`config.mk`:
```
export PLATFORM = sky130hd
export DESIGN_NAME = tick_gen_multi
export DESIGN_NICKNAME = d
export VERILOG_FILES = /design/src/rtl/tick_gen_pkg.sv /design/src/rtl/tick_gen_chan.sv /design/src/rtl/tick_gen_multi.sv
export SDC_FILE = /design/constraint.sdc
export NUM_CORES = 1
export LEC_CHECK = 0
export BUFFER_PORTS_ARGS = -buffer_cell sky130_fd_sc_hd__buf_4
export CAP_MARGIN = 0
export CORE_AREA = 8 8 153 169
export DETAILED_ROUTE_END_ITERATION = 8
export DIE_AREA = 0 0 161 177
export PLACE_DENSITY = 0.75
export RECOVER_POWER = 100
export SYNTH_ARGS = -nofsm -noshare
export SYNTH_HDL_FRONTEND = slang
export SYNTH_SLANG_ARGS = --single-unit
```
`constraint.sdc`:
```
create_clock -name clk -period 2.4 [get_ports clk]
set_input_delay 0.12 -clock clk [delete_from_list [all_inputs] [get_ports clk]]
set_output_delay 0.12 -clock clk [all_outputs]
set_load 0.005 [all_outputs]
```
`src/rtl/tick_gen_pkg.sv`:
```
// tick_gen_pkg
//   Shared constants and helpers for the multi-channel timebase.
//   DEFAULT_DIV_*  : reset divisors for the game timing channels
//                    (100 MHz system clock assumed)
//   clog2_min1()   : index width that never collapses to zero bits
package tick_gen_pkg;

  // 25 MHz pixel enable for the VGA scan
  localparam int unsigned DEFAULT_DIV_VGA   = 3;
  // 40 Hz ball-motion step
  localparam int unsigned DEFAULT_DIV_BALL  = 2_500_000;
  // 4 Hz score blink (tick), 2 Hz visible square wave
  localparam int unsigned DEFAULT_DIV_BLINK = 24_999_999;

  // A single-channel build still needs a 1-bit select port.
  function automatic int clog2_min1(input int n);
    return (n <= 2) ? 1 : $clog2(n);
  endfunction

endpackage

```
`src/rtl/tick_gen_chan.sv`:
```
// tick_gen_chan
//   One timebase channel: divisor register, up-counter with terminal
//   compare against the divisor, registered tick pulse and toggled square.
//   Optional phase restart is built only when TICK_GEN_SYNC_EN is defined.
// Ports
//   clk     in   system clock, posedge
//   reset   in   synchronous active-high reset
//   en      in   run enable; counter holds while low
//   wr      in   load wr_div into the divisor and restart the count
//   wr_div  in   new divisor
//   sync    in   restart the count, divisor kept (TICK_GEN_SYNC_EN only)
//   tick    out  one-cycle pulse, one per div+1 enabled cycles
//   sq      out  toggles on every tick
//   div     out  current divisor
module tick_gen_chan #(
  parameter int          CNT_W       = 32,
  parameter int unsigned DEFAULT_DIV = 2_500_000
) (
  input  logic             clk,
  input  logic             reset,
  input  logic             en,
  input  logic             wr,
  input  logic [CNT_W-1:0] wr_div,
`ifdef TICK_GEN_SYNC_EN
  input  logic             sync,
`endif
  output logic             tick,
  output logic             sq,
  output logic [CNT_W-1:0] div
);

  logic [CNT_W-1:0] cnt;

  // Priority: reset, config write, sync, then normal counting. A write that
  // lands on the terminal count therefore swallows that tick and its toggle.
  always_ff @(posedge clk) begin
    if (reset) begin
      cnt  <= '0;
      div  <= CNT_W'(DEFAULT_DIV);
      tick <= 1'b0;
      sq   <= 1'b0;
    end else if (wr) begin
      div  <= wr_div;
      cnt  <= '0;
      tick <= 1'b0;
`ifdef TICK_GEN_SYNC_EN
    end else if (sync) begin
      cnt  <= '0;
      tick <= 1'b0;
`endif
    end else if (en) begin
      // Compare for equality so an all-ones divisor stops at all-ones
      // instead of relying on wrap-around.
      if (cnt == div) begin
        cnt  <= '0;
        tick <= 1'b1;
        sq   <= ~sq;
      end else begin
        cnt  <= cnt + 1'b1;
        tick <= 1'b0;
      end
    end else begin
      tick <= 1'b0;
    end
  end

endmodule

```
`src/rtl/tick_gen_multi.sv`:
```
// tick_gen_multi
//   Multi-channel programmable timebase. Each channel is a tick_gen_chan;
//   this level only decodes config writes and muxes the divisor readback.
//   Optional feature macro: TICK_GEN_SYNC_EN adds the sync port, which
//   restarts every channel in phase without touching divisors or sq_out.
// Ports
//   clk      in   system clock, posedge
//   reset    in   synchronous active-high reset
//   ch_en    in   per-channel run enable
//   cfg_we   in   config write strobe
//   cfg_sel  in   channel index for write and readback
//   cfg_div  in   new divisor
//   sync     in   phase restart, all channels (TICK_GEN_SYNC_EN only)
//   tick     out  per-channel one-cycle pulse
//   sq_out   out  per-channel square output
//   div_rd   out  divisor of channel cfg_sel, 0 when cfg_sel is out of range
module tick_gen_multi
  import tick_gen_pkg::*;
#(
  parameter int          NUM_CH      = 4,
  parameter int          CNT_W       = 32,
  parameter int unsigned DEFAULT_DIV = DEFAULT_DIV_BALL
) (
  input  logic                          clk,
  input  logic                          reset,
  input  logic [NUM_CH-1:0]             ch_en,
  input  logic                          cfg_we,
  input  logic [clog2_min1(NUM_CH)-1:0] cfg_sel,
  input  logic [CNT_W-1:0]              cfg_div,
`ifdef TICK_GEN_SYNC_EN
  input  logic                          sync,
`endif
  output logic [NUM_CH-1:0]             tick,
  output logic [NUM_CH-1:0]             sq_out,
  output logic [CNT_W-1:0]              div_rd
);

  logic [NUM_CH-1:0] wr_vec;
  logic [CNT_W-1:0]  div_arr [NUM_CH];

  // An out-of-range cfg_sel matches no channel, so the write is dropped.
  for (genvar i = 0; i < NUM_CH; i++) begin : g_ch
    assign wr_vec[i] = cfg_we && (int'(cfg_sel) == i);

    tick_gen_chan #(
      .CNT_W       (CNT_W),
      .DEFAULT_DIV (DEFAULT_DIV)
    ) u_chan (
      .clk    (clk),
      .reset  (reset),
      .en     (ch_en[i]),
      .wr     (wr_vec[i]),
      .wr_div (cfg_div),
`ifdef TICK_GEN_SYNC_EN
      .sync   (sync),
`endif
      .tick   (tick[i]),
      .sq     (sq_out[i]),
      .div    (div_arr[i])
    );
  end

  always_comb begin
    div_rd = '0;
    for (int i = 0; i < NUM_CH; i++) begin
      if (int'(cfg_sel) == i) div_rd = div_arr[i];
    end
  end

endmodule

```
==> impl_summary.log <==
INFO  metric post_synth_inst_count = approximately 1500
INFO  metric report.final.slew_viol_count = 0
INFO  metric grtUsageTotal = 26.4%
INFO  metric postCtsResizedCells = 0
INFO  metric io-pin-count = just over 80
INFO  metric worst_setup_path_start_kind = flop
INFO  metric synth_sequential_area_ratio = 40.9%
INFO  metric dpl_worst_slack = ~400 ps
INFO  metric cts_buffers = 27
INFO  metric die_width = 161 um
INFO  metric post_route_cells_drive_above_1_share = 12.1%
INFO  metric cts-htree-levels = 1
INFO  metric status = finished, final reports clean
INFO  metric critical_path.cell_chain = xnor2_1 -> nand4_1 -> or4_1 -> nor3_1 -> clkbuf_2 -> nor3_1
INFO  metric critPathCaptureType = flop
INFO  metric vdd_ir_drop_max = 425 uV
INFO  metric wirelength = 38.5 mm
INFO  metric longest_clk_path_bufs = 3
INFO  metric setup_ws = 220 ps
INFO  metric hold_path_class = in2reg
INFO  metric worst-path-max-fanout = 17
INFO  metric worst_pin_slew = approximately 1100 ps
INFO  metric yosys_register_bits = 264
INFO  metric synthToLayoutAreaGrowth = 15.2%
INFO  metric drt.antenna.violating_nets = 0
INFO  metric place.port_buffers = 80
INFO  metric crit_slowest_cell = or4_1
INFO  metric floorplan.rows = slightly below 60
INFO  metric path_common_cell = nor3_1
INFO  metric number_of_distinct_library_cell_variants_in_the_gate_level_netlist_after_synthesis = 35
INFO  metric max_cap_violations = 0
INFO  metric drt_first_iter_violations = 1010
INFO  metric final_min_period_over_clock_period = 90.8%
INFO  metric highest_attainable_clock_frequency = 459 MHz
INFO  metric post_dp_cell_area = 13700 um^2
INFO  metric grt_setup_unrepaired = false
INFO  metric floorplan.core_area = approximately 23000 um^2
INFO  metric grt_max_degree = 95
INFO  metric timing.final.setup_violations = 0
INFO  metric cts.root.buffer_cell = clkbuf_16
INFO  metric timing.setup.tns = 0 ps
INFO  metric ant_cells = 0
INFO  metric drcViolationCount = 0
INFO  metric die_h = roughly 180 um
INFO  metric lkg_pwr = slightly above 5 nW
INFO  metric worst_hold_slack = 96.9 ps
INFO  metric post-route-util = 64.2%
INFO  metric detailedPlacementHpwl = 27.9 mm
INFO  metric final_critical_path_time_including_i_o_delays_and_setup = 2180 ps
INFO  metric worst-setup-path-type = reg2reg
INFO  metric routed_wire_length_per_instance = 20.5 um
INFO  metric worst-endpoint-arrival = 2590 ps
INFO  metric clkSlewWorstSetupHoldPaths = 60 ps
INFO  metric gpl.final_weighted_congestion = 0.961
INFO  metric postSynthAreaPerCell = between 8 and 9 um^2
INFO  metric max_clock_skew = 5.35 ps
INFO  metric routed_via_density = 6.07
INFO  metric mappedNetlistNets = 1531
INFO  metric grt_first_pass_wirelength = between 60 and 70 mm
INFO  metric post-route-cell-area = 14900 um^2
INFO  metric post_cts_buffers = 0
INFO  metric power_density = roughly 650 nW/um^2
INFO  metric ys_warn_count = 0
INFO  metric dr.pass1.iters = 5
INFO  metric nets_finish = 1596
INFO  metric vias_in_the_first_global_route = 10803
INFO  metric timing.max_slew.rel_slack = 28.3%
INFO  metric dp.cells = 1790
INFO  metric insertion_delay = 530 ps
INFO  metric detailroute.via_count = 11381
INFO  metric grt_overflow_total = 0
INFO  metric required = 2810 ps
INFO  metric finalHoldViolations = 0
INFO  metric post_synth_instance_area = about 13000 um^2
INFO  metric die_area = between 20000 and 30000 um^2
INFO  metric max_stage_delay = about 560 ps
INFO  metric antenna_found_initial = 0
INFO  metric cts_hold_repair.buffers = 37
INFO  metric count_of_placed_standard_cells_in_the_final_layout_fillers_left_out = 1876
INFO  metric tritoncts = yes
INFO  metric initial_util = 55.7%
INFO  metric tritoncts_num_sinks = 264
INFO  metric post-layout-total-power = 9.64 mW
## report_power, final
part	total [mW]	leakage [nW]	switching, mW	internal [mW]
Clock	4.29	0.431	1.74	2.55
Combinational	0.730	2.56	0.398	0.331
Sequential	4.62	2.14	0.145	4.48
Total	9.64	5.13	2.28	7.36
## worst paths after layout
check	slack [ps]	cells after the start	endpoint	startpoint
hold reg to reg	490	2	g_ch[0].u_chan.div[3]	g_ch[0].u_chan.div[3]
setup reg to reg	220	6	g_ch[1].u_chan.cnt[4]	g_ch[1].u_chan.cnt[3]
setup / recovery	220	6	g_ch[1].u_chan.cnt[4]	g_ch[1].u_chan.cnt[3]
hold / removal	100	5	g_ch[2].u_chan.div[10]	cfg_we
## cell families (layout without fill, tap and decap cells)
| kind of cell | after synthesis | in the layout | share of synthesized area, % |
|---|---|---|---|
| fa+ha+maj | 4 | 4 | 0.388 |
| buf+inv | 119 | 204 | 3.89 |
| simple gates | 707 | 707 | 27.6 |
| mux | 36 | 36 | 5.89 |
| flops | 264 | 264 | 40.9 |
| xor+xnor | 252 | 252 | 17.1 |
| compound gates | 104 | 104 | 4.15 |
## synthesized netlist by cell type (all sizes together)
library cell	instances	area (um^2)
nand4	80	500
xnor2	153	1340
or4	2	22.5
nor3b	1	7.51
nor3	138	706
a31o	3	26.3
and3	24	150
mux4	32	721
or4b	1	10.0
nand3b	32	240
dfxtp	264	5290
and4	20	175
nand2	295	1110
nand4b	3	26.3
mux2i	4	40.0
ha	4	50.1
nor2b	3	18.8
inv	6	22.5
o41ai	1	8.76
a21oi	100	500
clkbuf	83	312
xor2	99	867
buf	30	168
nor2	22	82.6
nand2b	4	25.0
nand3	47	235
nor4	29	221
or2	2	12.5
or3b	1	8.76
and2	3	18.8
## worst max-delay path: cells and delay by family, from the launching register on
family,cells,cell delay (ps)
buf+inv,1,380
xor+xnor,1,160
simple gates,4,1040
flops,1,470
## sequential cells by signal, indices dropped and copies added (netlist names)
name,cells
g_ch.u_chan.tick,4
g_ch.u_chan.sq,4
g_ch.u_chan.cnt,128
g_ch.u_chan.div,128
## cells in the final DEF (no fill, tap or decap), types with 6 or more instances in the layout
cell / n
nor2_1: 20
a21oi_1: 100
nand3_1: 47
nand2_1: 295
dfxtp_1: 264
and4_1: 20
clkbuf_1: 19
and3_1: 24
nand3b_1: 32
nand4_1: 80
xor2_1: 99
dlygate4sd3_1: 37
buf_4: 61
mux4_2: 32
nor3_1: 137
clkbuf_2: 7
xnor2_1: 153
nor4_1: 24
clkbuf_16: 27
clkbuf_4: 34
inv_1: 6
## per-layer routing
metal / vias to the layer above / routed length, um / share of wire (%) / track usage [%]
li1: 5290 / - / - / -
met1: 5464 / 15300 / 40 / 33.3
met2: 524 / 18000 / 47 / 43.0
met3: 103 / 3060 / 7.9 / 3.91
met4: 0 / 2140 / 5.5 / 14.4
met5: - / 0 / 0 / 0
## area by class of cell
cell class	instances	area, um^2
Fill cell	1924	8300
Clock buffer	42	782
Clock inverter	7	115
Tap cell	305	382
Timing Repair Buffer	149	1170
Multi-Input combinational cell	1103	7120
Sequential cell	264	5290
Inverter	6	22.5
Note: power is estimated with default switching activity, not from simulation.
